==> config.mk <==
export PLATFORM = sky130hd
export DESIGN_NAME = axis_dma_arbiter
export DESIGN_NICKNAME = d
export VERILOG_FILES = /design/src/rtl/axis_arb_pkg.sv /design/src/rtl/axis_dma_arbiter_rr_pick.sv /design/src/rtl/axis_dma_arbiter.sv
export SDC_FILE = /design/constraint.sdc
export NUM_CORES = 1
export LEC_CHECK = 0
export BUFFER_PORTS_ARGS = -buffer_cell sky130_fd_sc_hd__buf_2
export CAP_MARGIN = 10
export CORE_ASPECT_RATIO = 1.75
export CORE_UTILIZATION = 40
export CTS_BUF_LIST = sky130_fd_sc_hd__clkbuf_16
export DETAILED_ROUTE_END_ITERATION = 6
export GPL_TIMING_DRIVEN = 0
export PLACE_DENSITY = 0.69
export SLEW_MARGIN = 30
export SYNTH_ARGS = -nofsm -noshare
export SYNTH_HDL_FRONTEND = slang
export SYNTH_SLANG_ARGS = --single-unit
==> constraint.sdc <==
create_clock -name clk -period 4 [get_ports clk]
set_input_delay 1.2 -clock clk [delete_from_list [all_inputs] [get_ports clk]]
set_output_delay 1.2 -clock clk [all_outputs]
set_load 0.01 [all_outputs]
==> src/rtl/axis_arb_pkg.sv <==
// Shared types and helpers for the AXI-Stream DMA arbiter.
//   arb_state_e : arbiter FSM states (IDLE, LOCKED)
//   tid_w(n)    : width of a source index, max(1, $clog2(n))
//   CNT_W       : width of the optional per-packet beat counter
package axis_arb_pkg;

    typedef enum logic {
        IDLE   = 1'b0,
        LOCKED = 1'b1
    } arb_state_e;

    localparam int unsigned CNT_W = 16;

    function automatic int unsigned tid_w(input int unsigned n);
        return (n <= 2) ? 1 : $clog2(n);
    endfunction

endpackage

==> src/rtl/axis_dma_arbiter_rr_pick.sv <==
// Combinational round-robin picker.
// Ports:
//   req  : per-source request vector
//   last : index of the most recently served source
//   any  : at least one request is present
//   idx  : first requester searching upward from last+1, wrapping
module rr_pick #(
    parameter int unsigned N_SRC = 2,
    parameter int unsigned TID_W = 1
) (
    input  logic [N_SRC-1:0] req,
    input  logic [TID_W-1:0] last,
    output logic             any,
    output logic [TID_W-1:0] idx
);

    logic             hit_hi;
    logic [TID_W-1:0] idx_hi;
    logic [TID_W-1:0] idx_lo;

    // Lowest requester above 'last' wins; otherwise the lowest at or below it.
    always_comb begin
        hit_hi = 1'b0;
        idx_hi = '0;
        idx_lo = '0;
        for (int i = int'(N_SRC) - 1; i >= 0; i--) begin
            if (req[i]) begin
                if (i > int'(last)) begin
                    hit_hi = 1'b1;
                    idx_hi = TID_W'(i);
                end else begin
                    idx_lo = TID_W'(i);
                end
            end
        end
        any = |req;
        idx = hit_hi ? idx_hi : idx_lo;
    end

endmodule

==> src/rtl/axis_dma_arbiter.sv <==
// Round-robin, packet-locked arbiter sharing one AXI-Stream master between
// N_SRC sources. A grant is held from the first beat to the TLAST beat; each
// output beat carries its source index on m_axis_tid. Output is registered.
// Optional build macro ARB_MAX_BEATS_EN limits packets to MAX_BEATS beats,
// forcing TLAST and raising sticky err_trunc when a packet is cut.
// Ports:
//   clk, rst_n             : clock, synchronous active-low reset
//   s_axis_tvalid/tdata/tlast/tready : per-source slave streams
//   m_axis_tvalid/tdata/tlast/tid/tready : shared master stream
//   err_trunc              : sticky truncation flag (0 without the macro)
module axis_dma_arbiter
    import axis_arb_pkg::*;
#(
    parameter int unsigned N_SRC      = 2,
    parameter int unsigned DATA_WIDTH = 32,
    parameter int unsigned MAX_BEATS  = 256
) (
    input  logic                          clk,
    input  logic                          rst_n,
    input  logic [N_SRC-1:0]              s_axis_tvalid,
    input  logic [N_SRC*DATA_WIDTH-1:0]   s_axis_tdata,
    input  logic [N_SRC-1:0]              s_axis_tlast,
    output logic [N_SRC-1:0]              s_axis_tready,
    output logic                          m_axis_tvalid,
    output logic [DATA_WIDTH-1:0]         m_axis_tdata,
    output logic                          m_axis_tlast,
    output logic [tid_w(N_SRC)-1:0]       m_axis_tid,
    input  logic                          m_axis_tready,
    output logic                          err_trunc
);

    localparam int unsigned TID_W = tid_w(N_SRC);

    arb_state_e       state, state_d;
    logic [TID_W-1:0] grant, grant_d;
    logic [TID_W-1:0] last_grant, last_grant_d;

    logic                  pick_any;
    logic [TID_W-1:0]      pick_idx;
    logic                  src_valid;
    logic                  src_last;
    logic [DATA_WIDTH-1:0] src_data;
    logic                  out_free;
    logic                  src_hs;
    logic                  at_limit;

    rr_pick #(
        .N_SRC (N_SRC),
        .TID_W (TID_W)
    ) u_pick (
        .req  (s_axis_tvalid),
        .last (last_grant),
        .any  (pick_any),
        .idx  (pick_idx)
    );

    // Granted source's beat.
    assign src_valid = s_axis_tvalid[grant];
    assign src_last  = s_axis_tlast[grant];
    assign src_data  = s_axis_tdata[32'(grant) * DATA_WIDTH +: DATA_WIDTH];

    // Output register can take a beat when empty or draining this cycle.
    assign out_free = !m_axis_tvalid || m_axis_tready;

    // Next-state and source-ready logic.
    always_comb begin
        state_d       = state;
        grant_d       = grant;
        last_grant_d  = last_grant;
        s_axis_tready = '0;
        src_hs        = 1'b0;
        case (state)
            IDLE: begin
                if (pick_any) begin
                    grant_d = pick_idx;
                    state_d = LOCKED;
                end
            end
            LOCKED: begin
                s_axis_tready[grant] = out_free;
                src_hs               = src_valid && out_free;
                if (src_hs && (src_last || at_limit)) begin
                    last_grant_d = grant;
                    state_d      = IDLE;
                end
            end
            default: state_d = IDLE;
        endcase
    end

    // State register and output register.
    always_ff @(posedge clk) begin
        if (!rst_n) begin
            state         <= IDLE;
            grant         <= '0;
            last_grant    <= TID_W'(N_SRC - 1);
            m_axis_tvalid <= 1'b0;
            m_axis_tdata  <= '0;
            m_axis_tlast  <= 1'b0;
            m_axis_tid    <= '0;
        end else begin
            state      <= state_d;
            grant      <= grant_d;
            last_grant <= last_grant_d;
            if (src_hs) begin
                m_axis_tvalid <= 1'b1;
                m_axis_tdata  <= src_data;
                m_axis_tlast  <= src_last || at_limit;
                m_axis_tid    <= grant;
            end else if (m_axis_tready) begin
                m_axis_tvalid <= 1'b0;
            end
        end
    end

`ifdef ARB_MAX_BEATS_EN
    logic [CNT_W-1:0] beat_cnt;
    logic             err_q;

    // Counter holds the number of beats already accepted in this grant.
    assign at_limit  = (beat_cnt == CNT_W'(MAX_BEATS - 1));
    assign err_trunc = err_q;

    always_ff @(posedge clk) begin
        if (!rst_n) begin
            beat_cnt <= '0;
            err_q    <= 1'b0;
        end else begin
            if (state == IDLE && pick_any) begin
                beat_cnt <= '0;
            end else if (src_hs) begin
                beat_cnt <= beat_cnt + CNT_W'(1);
            end
            if (src_hs && !src_last && at_limit) begin
                err_q <= 1'b1;
            end
        end
    end
`else
    logic unused_max_beats;

    assign at_limit         = 1'b0;
    assign err_trunc        = 1'b0;
    assign unused_max_beats = ^CNT_W'(MAX_BEATS);
`endif

endmodule

Word-level counts from Yosys, hierarchy flattened
Cells that the tools add are included.
W data, S select, Z words.
Word-level totals
  word-level logic and storage cells: 41
  register bits: 38
  output and inout bits: 38
Cells by class
  reduce and logical (&&, ||, !) cells: 9
  multiplexer cells: 19
  bitwise operators: 2
  order comparisons: 3
  shift-type cells: 1
Operators by type and width (count)
  $shiftx A64 B7 Y32: 1
  $mux W1: 16
  $reduce_and A2 Y1: 2
  $logic_and A1 B1 Y1: 3
  $and A2 B2 Y2: 1
  $lt A1 B2 Y1 const B: 1
  $mux W2: 1
  $pmux W1 S2: 1
  $reduce_bool A2 Y1: 1
  $reduce_or A2 Y1: 1
  $demux W1 S1: 1
  $ge A1 B1 Y1 const B: 1
  $gt A1 B1 Y1 const A: 1
  $logic_not A1 Y1: 1
  $logic_or A1 B1 Y1: 1
  $not A1 Y1: 1

Longest topological paths before layout
Gate-level depths: netlist of run 1.
  depth after elaboration: 6
  mapped depth: 6

Hierarchy
A second synthesis of run 1 with hierarchy kept.
Second synthesis, totals
  cells, all modules: 188
  area, all modules: 1996.9 um^2
By module, submodules not included
  axis_dma_arbiter: cells an instance 186, instances 1, area each 1983.2 um^2, sequential area each 760.7 um^2
  rr_pick: cells an instance 2, instances 1, area each 13.8 um^2, sequential area each 0.0 um^2

Worst setup path before layout of run 1
OpenSTA, ideal clock, no wires.
  path type: input-to-output
  from: input port m_axis_tready
  to: output port s_axis_tready[0]
  data arrival time: 1669 ps
  buffers on the path: 0
  slack: 1131 ps
  stages: 3
  path through: nand2b_1 -> nand2_1 -> nor2_1
Between the ends
  cells in the longest elaborated chain, start to end: 3
RTL lines
  start: declaration: line axis_dma_arbiter.sv:28  | input logic m_axis_tready,
  $logic_or A1 B1 Y1: line axis_dma_arbiter.sv:63  | assign out_free = !m_axis_tvalid || m_axis_tready;
  $and A2 B2 Y2 (no line)
  $mux W2: line axis_dma_arbiter.sv:72  | case (state)
  end: declaration: line axis_dma_arbiter.sv:23  | output logic [N_SRC-1:0] s_axis_tready,
Every way passes these cells.

Worst setup path after layout of run 1
  from: input port m_axis_tready
  to: output port s_axis_tready[1]
Same word-level chain as after synthesis.

==> run summary, run 1 <==
outcome: complete, no violations
hold path depth: 2
Reg-to-Reg End: m_axis_tdata[5]
mux cell area share after synthesis: 35.72%
Slowest cell on crit path: and3_1
Tot GR Track Use: 18.11%
placed instance count: 369
setup slack, reg-to-reg: 2.62 ns
Syn Area/Cell: 9.511 sq um
post-cts resize count: 0
dpl hpwl: 3653 microns
number of enable flip-flop cells after synthesis: 0
Sw Share: 25.21%
async set-reset flop share out of synthesis: 0%
Psw: 0.2488 mW
die width: 55.55 microns
area of the core: 0.004748 sq mm
CTS max path bufs: 2
synth top area cells: dfxtp_1 (38%), mux2_2 (19%), mux2i_1 (16%), nand2_1 (13%), buf_12 (3.0%)
WHS Endpoint: m_axis_tdata[14]
router iterations before antenna repair: 2
ratio of cells with drive above 1 in the final layout: 48.31%
RSZ-0062 raised after global routing: false
post-placement setup slack: 0.8623 ns
CP endpoint kind: output pin
Crit path arrival time: 1.94 ns
Hold Path Class: flop to flop
final wirelength: 4733 microns
die area: 0.005316 sq mm
vias per cell: 4.894
Area growth, synth to finish: 36.53%
largest family of logic cells by synthesized area: multiplexers
Final period util: 78.46%
RR Startpoint: grant
Gate Count Post-Synth: 211
top-area cell type share of the netlist area: 37.91%
#FFs+latches synth: 38
largest net degree at the start of global routing: 12
worst path required time: 2.80 ns
row cnt: 33
simple-gate portion of the synthesized area: 15.46%
ant diodes: 0
Crit path largest cell delay: 0.26 ns
top-count cell post-synth: nand2_1
Synth top cells by count: nand2_1 (68), dfxtp_1 (38), mux2_2 (33), mux2i_1 (33), clkbuf_1 (9)
Worst Setup Start Kind: primary input
first-pass GRT wire length: 7686 microns
CTS tree: built
critical path, cell by cell: buf_2, nand2b_1, and3_1, buf_2
CTS buffer count: 5
vias: 1845
Max-cap violations: 0
CP dominant cell by count: buf_2
initial drt markers: 15
combinational share of power: 20.5%
number of hold buffers added after CTS: 0
Setup TNS Final: 0 ns
Top Family by Delay on Critical Path: simple AND/OR/NAND/NOR gates
post-route ant nets: 0
Final WS setup: 0.8618 ns
worst-case vdd ir drop: 0.0002883 V
clock share of power: 37.5%
Pleak: 1.505 nW
Seq/Total Area, Yosys: 37.91%
GRT Residual Overflow: 0
die height: 95.70 microns
clk slew on worst S/H paths: 0.05 ns
CTS Sinks: 38
crit path time final: 3.138 ns
final setup skew: 0.004618 ns
Layout Nets: 395
syn nets: 282
fmax: 318.7 MHz
Reg2Reg Depth: 6
worst skew pair latency: 0.27 ns
root buffer cell: clkbuf_16
CP max FO: 8
number of distinct library cells after synthesis: 26
Synth Area in Adders: 0%
post-synth top area cell: dfxtp_1
# DRC: 0
PortBufs: 106
post-route insts no fill: 377
ys flop type: dfxtp_1
# setup viols final: 0
worst hold start: m_axis_tdata[14]
CP Class: primary input to output pin
CTS H-tree depth: 2
I/O pin total: 109
Hold Vio Cnt, Final: 0
Setup Fix Bufs, Post-CTS: 0
RePlAce Congestion: 0.7756
mapped cell area: 0.002007 sq mm
post-DR wirelength/cell: 12.55 microns
post-synthesis compound-gate area fraction: 3.367%
initial antenna violation count: 0
Flop pwr share: 41.9%
Final Slew Violations: 0
Power Dens Cells: 360.1 mW/mm^2
Crit path buffers/inverters: 2
Synthesis Warnings: 0
crit path from: m_axis_tready
xor and xnor area share after synthesis: 0%
Power Internal: 0.7378 mW
vias in the first global route: 1814
Initial Util: 42.27%
sequential cells by signal, indices dropped and copies added, names as in the netlist:
name           cells
grant              1
last_grant         1
m_axis_tdata      32
m_axis_tid         1
m_axis_tlast       1
m_axis_tvalid      1
state              1
worst register-to-register path: stages (launching register included):
cell and delay [ns]:
dfxtp_1 0.32, buf_6 0.11, mux2_4 0.30, nand3_2 0.08
buf_6 0.17, buf_12 0.16, mux2i_1 0.19
layout make-up:
class	count	area (sq um)
inverter	1	3.754
sequential	38	760.7
multi-input combinational	153	1099
clock buffer	5	125.1
buffer	19	143.9
timing repair buffer	106	530.5
tap	52	65.06
clock inverter	3	12.51
fill	468	2008
how the worst max path moves through the flow:
stage / to / slack [ns] / depth (start not counted)
after CTS: s_axis_tready[1] / 0.86 / 4
final: s_axis_tready[1] / 0.86 / 4
after global placement: s_axis_tready[1] / 0.87 / 4
after detailed placement: s_axis_tready[1] / 0.86 / 4
after global routing: s_axis_tready[1] / 0.83 / 4
after floorplan: s_axis_tready[0] / 1.13 / 3
power by group through the flow:
stage	clock, mW	combinational [mW]	sequential, mW
floorplan	0	0.118	0.433
global placement	0	0.202	0.421
detailed placement	0	0.206	0.422
CTS	0.381	0.206	0.414
global route	0.400	0.221	0.417
finish	0.370	0.202	0.414
cell families after synthesis:
family                 count (synthesis)
and+or+nand+nor                       76
muxes                                 67
DFF                                   38
buffers and inverters                 20
AOI/OAI and AO/OA                      9
other                                  1
metal layers:
metal / up-vias / GRT usage (%) / part of all wire [%]
met5: - / 0 / 0
met2: 57 / 36.65 / 56
li1: 931 / - / -
met4: 0 / 6.250 / 1.0
met3: 4 / 4.301 / 4.9
met1: 853 / 17.51 / 38
stage by stage:
stage                     area (sq um)  hold slack [ns]  power, mW  utilization [%]
after floorplan                   2007           0.4822     0.5508                -
after global placement            2603           0.4425     0.6233            54.81
after detailed placement          2603           0.4521     0.6276            54.81
after CTS                         2740           0.4591      1.001            57.71
after global routing              2740           0.4778      1.038            57.71
final                             2740           0.4567     0.9866            57.71
cells in the final DEF (no fill, tap or decap):
cell         n
buf_2      110
clkinv_2     1
buf_12       3
dfxtp_1     38
clkbuf_16    5
a41o_1       1
a31oi_1      1
mux2i_1     33
mux2_2      33
conb_1       1
clkinv_1     1
nand2b_1     1
and4_1       1
and3_1       2
a41oi_1      1
inv_1        2
nand2_1     68
buf_6        2
nand3_2      1
buf_4        1
o31ai_1      1
o311a_1      1
clkbuf_1     9
o21ai_0      2
mux2_4       1
nor2_1       1
nor2b_1      1
a21boi_0     2
nand3b_1     1
Note: power is estimated with default switching activity, not from simulation.
==> run 2, diff against run 1 <==
ABC_AREA = 1   (was unset)
PLACE_DENSITY = 0.72   (was 0.69)
clock period = 2.55 ns   (was 4 ns; I/O delays follow)
==> run summary, run 2 <==
outcome: complete, no violations
Area growth, synth to finish: 36.15%
RSZ-0062 raised after global routing: false
GR Util met1: 18.37%
die width: 55.83 microns
Worst Setup Start Kind: primary input
post-DR wirelength/cell: 10.42 microns
Hold Path Class: flop to flop
number of distinct library cells after synthesis: 20
top-count cell post-synth: nand2_1
worst-case vdd ir drop: 0.0005076 V
number of enable flip-flop cells after synthesis: 0
Synthesis Warnings: 0
post-cts resize count: 0
hold path depth: 2
CP Class: primary input to output pin
CTS max path bufs: 2
CTS H-tree depth: 2
final wirelength: 5063 microns
final setup skew: 0.001771 ns
Hold Vio Cnt, Final: 0
initial drt markers: 45
Reg-to-Reg End: last_grant
ratio of cells with drive above 1 in the final layout: 31.34%
Final period util: 82.20%
Power Dens Cells: 590.1 mW/mm^2
fmax: 477.1 MHz
# DRC: 0
crit path time final: 2.096 ns
WHS Endpoint: m_axis_tlast
Gate Count Post-Synth: 320
Crit path arrival time: 1.33 ns
crit path from: m_axis_tready
clk slew on worst S/H paths: 0.05 ns
vias: 2231
Reg2Reg Depth: 8
PortBufs: 106
most frequent cells in the layout: buf_2 (118), nand2_1 (108), nor2_1 (69)
top-area cell type share of the netlist area: 37.51%
Final Slew Violations: 0
row cnt: 33
die area: 0.005370 sq mm
number of hold buffers added after CTS: 0
initial antenna violation count: 0
worst path required time: 1.79 ns
Final WS setup: 0.4539 ns
ys flop type: dfxtp_1
CTS tree: built
synth top area cells: dfxtp_1 (38%), nand2_1 (20%), nor2_1 (13%), and2_0 (9.9%), nand3_1 (8.6%)
area of the core: 0.004790 sq mm
RePlAce Congestion: 0.7553
Synth top cells by count: nand2_1 (108), nor2_1 (69), dfxtp_1 (38)
root buffer cell: clkbuf_16
RR Startpoint: grant
Tot GR Track Use: 19.81%
Pleak: 1.466 nW
#FFs+latches synth: 38
Initial Util: 42.35%
CP endpoint kind: output pin
gr busiest metal: met2
Seq/Total Area, Yosys: 37.51%
die height: 96.20 microns
Setup Fix Bufs, Post-CTS: 0
Global Route met3 Usage: 5.780%
syn nets: 391
I/O pin total: 109
post-synth top area cell: dfxtp_1
Layout Nets: 504
Max-cap violations: 0
met2 Usage GRT: 40.36%
most common cell after layout, fill and taps aside: buf_2
# setup viols final: 0
Setup TNS Final: 0 ns
router iterations before antenna repair: 4
vias per cell: 4.591
worst hold start: m_axis_tlast
GRT Residual Overflow: 0
CTS buffer count: 5
setup slack, reg-to-reg: 1.25 ns
post-route ant nets: 0
post-placement setup slack: 0.4500 ns
Syn Area/Cell: 6.338 sq um
first-pass GRT wire length: 8424 microns
dpl hpwl: 4014 microns
async set-reset flop share out of synthesis: 0%
ant diodes: 0
worst skew pair latency: 0.28 ns
Top reg by flops: m_axis_tdata
mapped cell area: 0.002028 sq mm
CP max FO: 2
max reg flops: 32
CTS Sinks: 38
largest net degree at the start of global routing: 12
vias in the first global route: 2026
run 2: cell types whose count changed after synthesis, sizes merged, moves of 8 or more:
cell / change
buf: +10
nand2: +43
nor2: +68
mux2i: -33
clkbuf: -8
nand3: +34
mux2: -34
and2: +32
run 2: power by group:
group	total, mW	leakage, nW	switching [mW]	internal, mW
Sequential	0.669	0.312	0.0246	0.645
Clock	0.586	0.0724	0.233	0.353
Combinational	0.374	1.08	0.206	0.169
Total	1.63	1.47	0.463	1.17
run 2: cell families after synthesis:
| family | synth area share, % |
|---|---|
| buffers and inverters | 7.464 |
| AO/OA/AOI/OAI | 2.036 |
| other | 0.1849 |
| flip-flops | 37.51 |
| AND/OR/NAND/NOR | 52.81 |
run 2: worst max path at each step:
stage | end | slack (ns) | depth (start not counted)
final | s_axis_tready[0] | 0.45 | 6
after global routing | s_axis_tready[0] | 0.38 | 6
after CTS | s_axis_tready[0] | 0.45 | 6
after detailed placement | s_axis_tready[0] | 0.45 | 6
after global placement | s_axis_tready[0] | 0.45 | 6
after floorplan | s_axis_tready[0] | 0.65 | 4
run 2: area by class of cell:
cell class	count	area, sq um
Multi-Input combinational cell	255	1116
Clock buffer	5	125.1
Buffer	21	123.9
Tap cell	52	65.06
Fill cell	490	2028
Inverter	6	27.53
Clock inverter	3	12.51
Timing Repair Buffer	106	530.5
Sequential cell	38	760.7
run 2: routing by layer:
| layer | part of all wire, % | routed length [microns] | up-vias |
|---|---|---|---|
| li1 | - | - | 1205 |
| met3 | 6.2 | 315 | 7 |
| met4 | 1.7 | 87 | 0 |
| met1 | 38 | 1926 | 954 |
| met2 | 54 | 2734 | 65 |
| met5 | 0 | 0 | - |
run 2: through the flow:
step | instances | hold slack [ns] | total power [mW] | utilization, % | cell area [sq um]
2_1_floorplan | 320 | 0.4287 | 0.9166 | - | 2028
3_3_place_gp | 478 | 0.4501 | 1.056 | 54.78 | 2624
3_5_place_dp | 478 | 0.4536 | 1.061 | 54.78 | 2624
4_1_cts | 486 | 0.4626 | 1.644 | 57.65 | 2761
5_1_grt | 486 | 0.4917 | 1.723 | 57.65 | 2761
6_report | 486 | 0.4622 | 1.629 | 57.65 | 2761
run 2: critical path, stage by stage:
cell	delay (ns)
buf_2	0.10
inv_1	0.09
nand2_1	0.08
nand2_1	0.10
nor2_1	0.06
buf_2	0.14
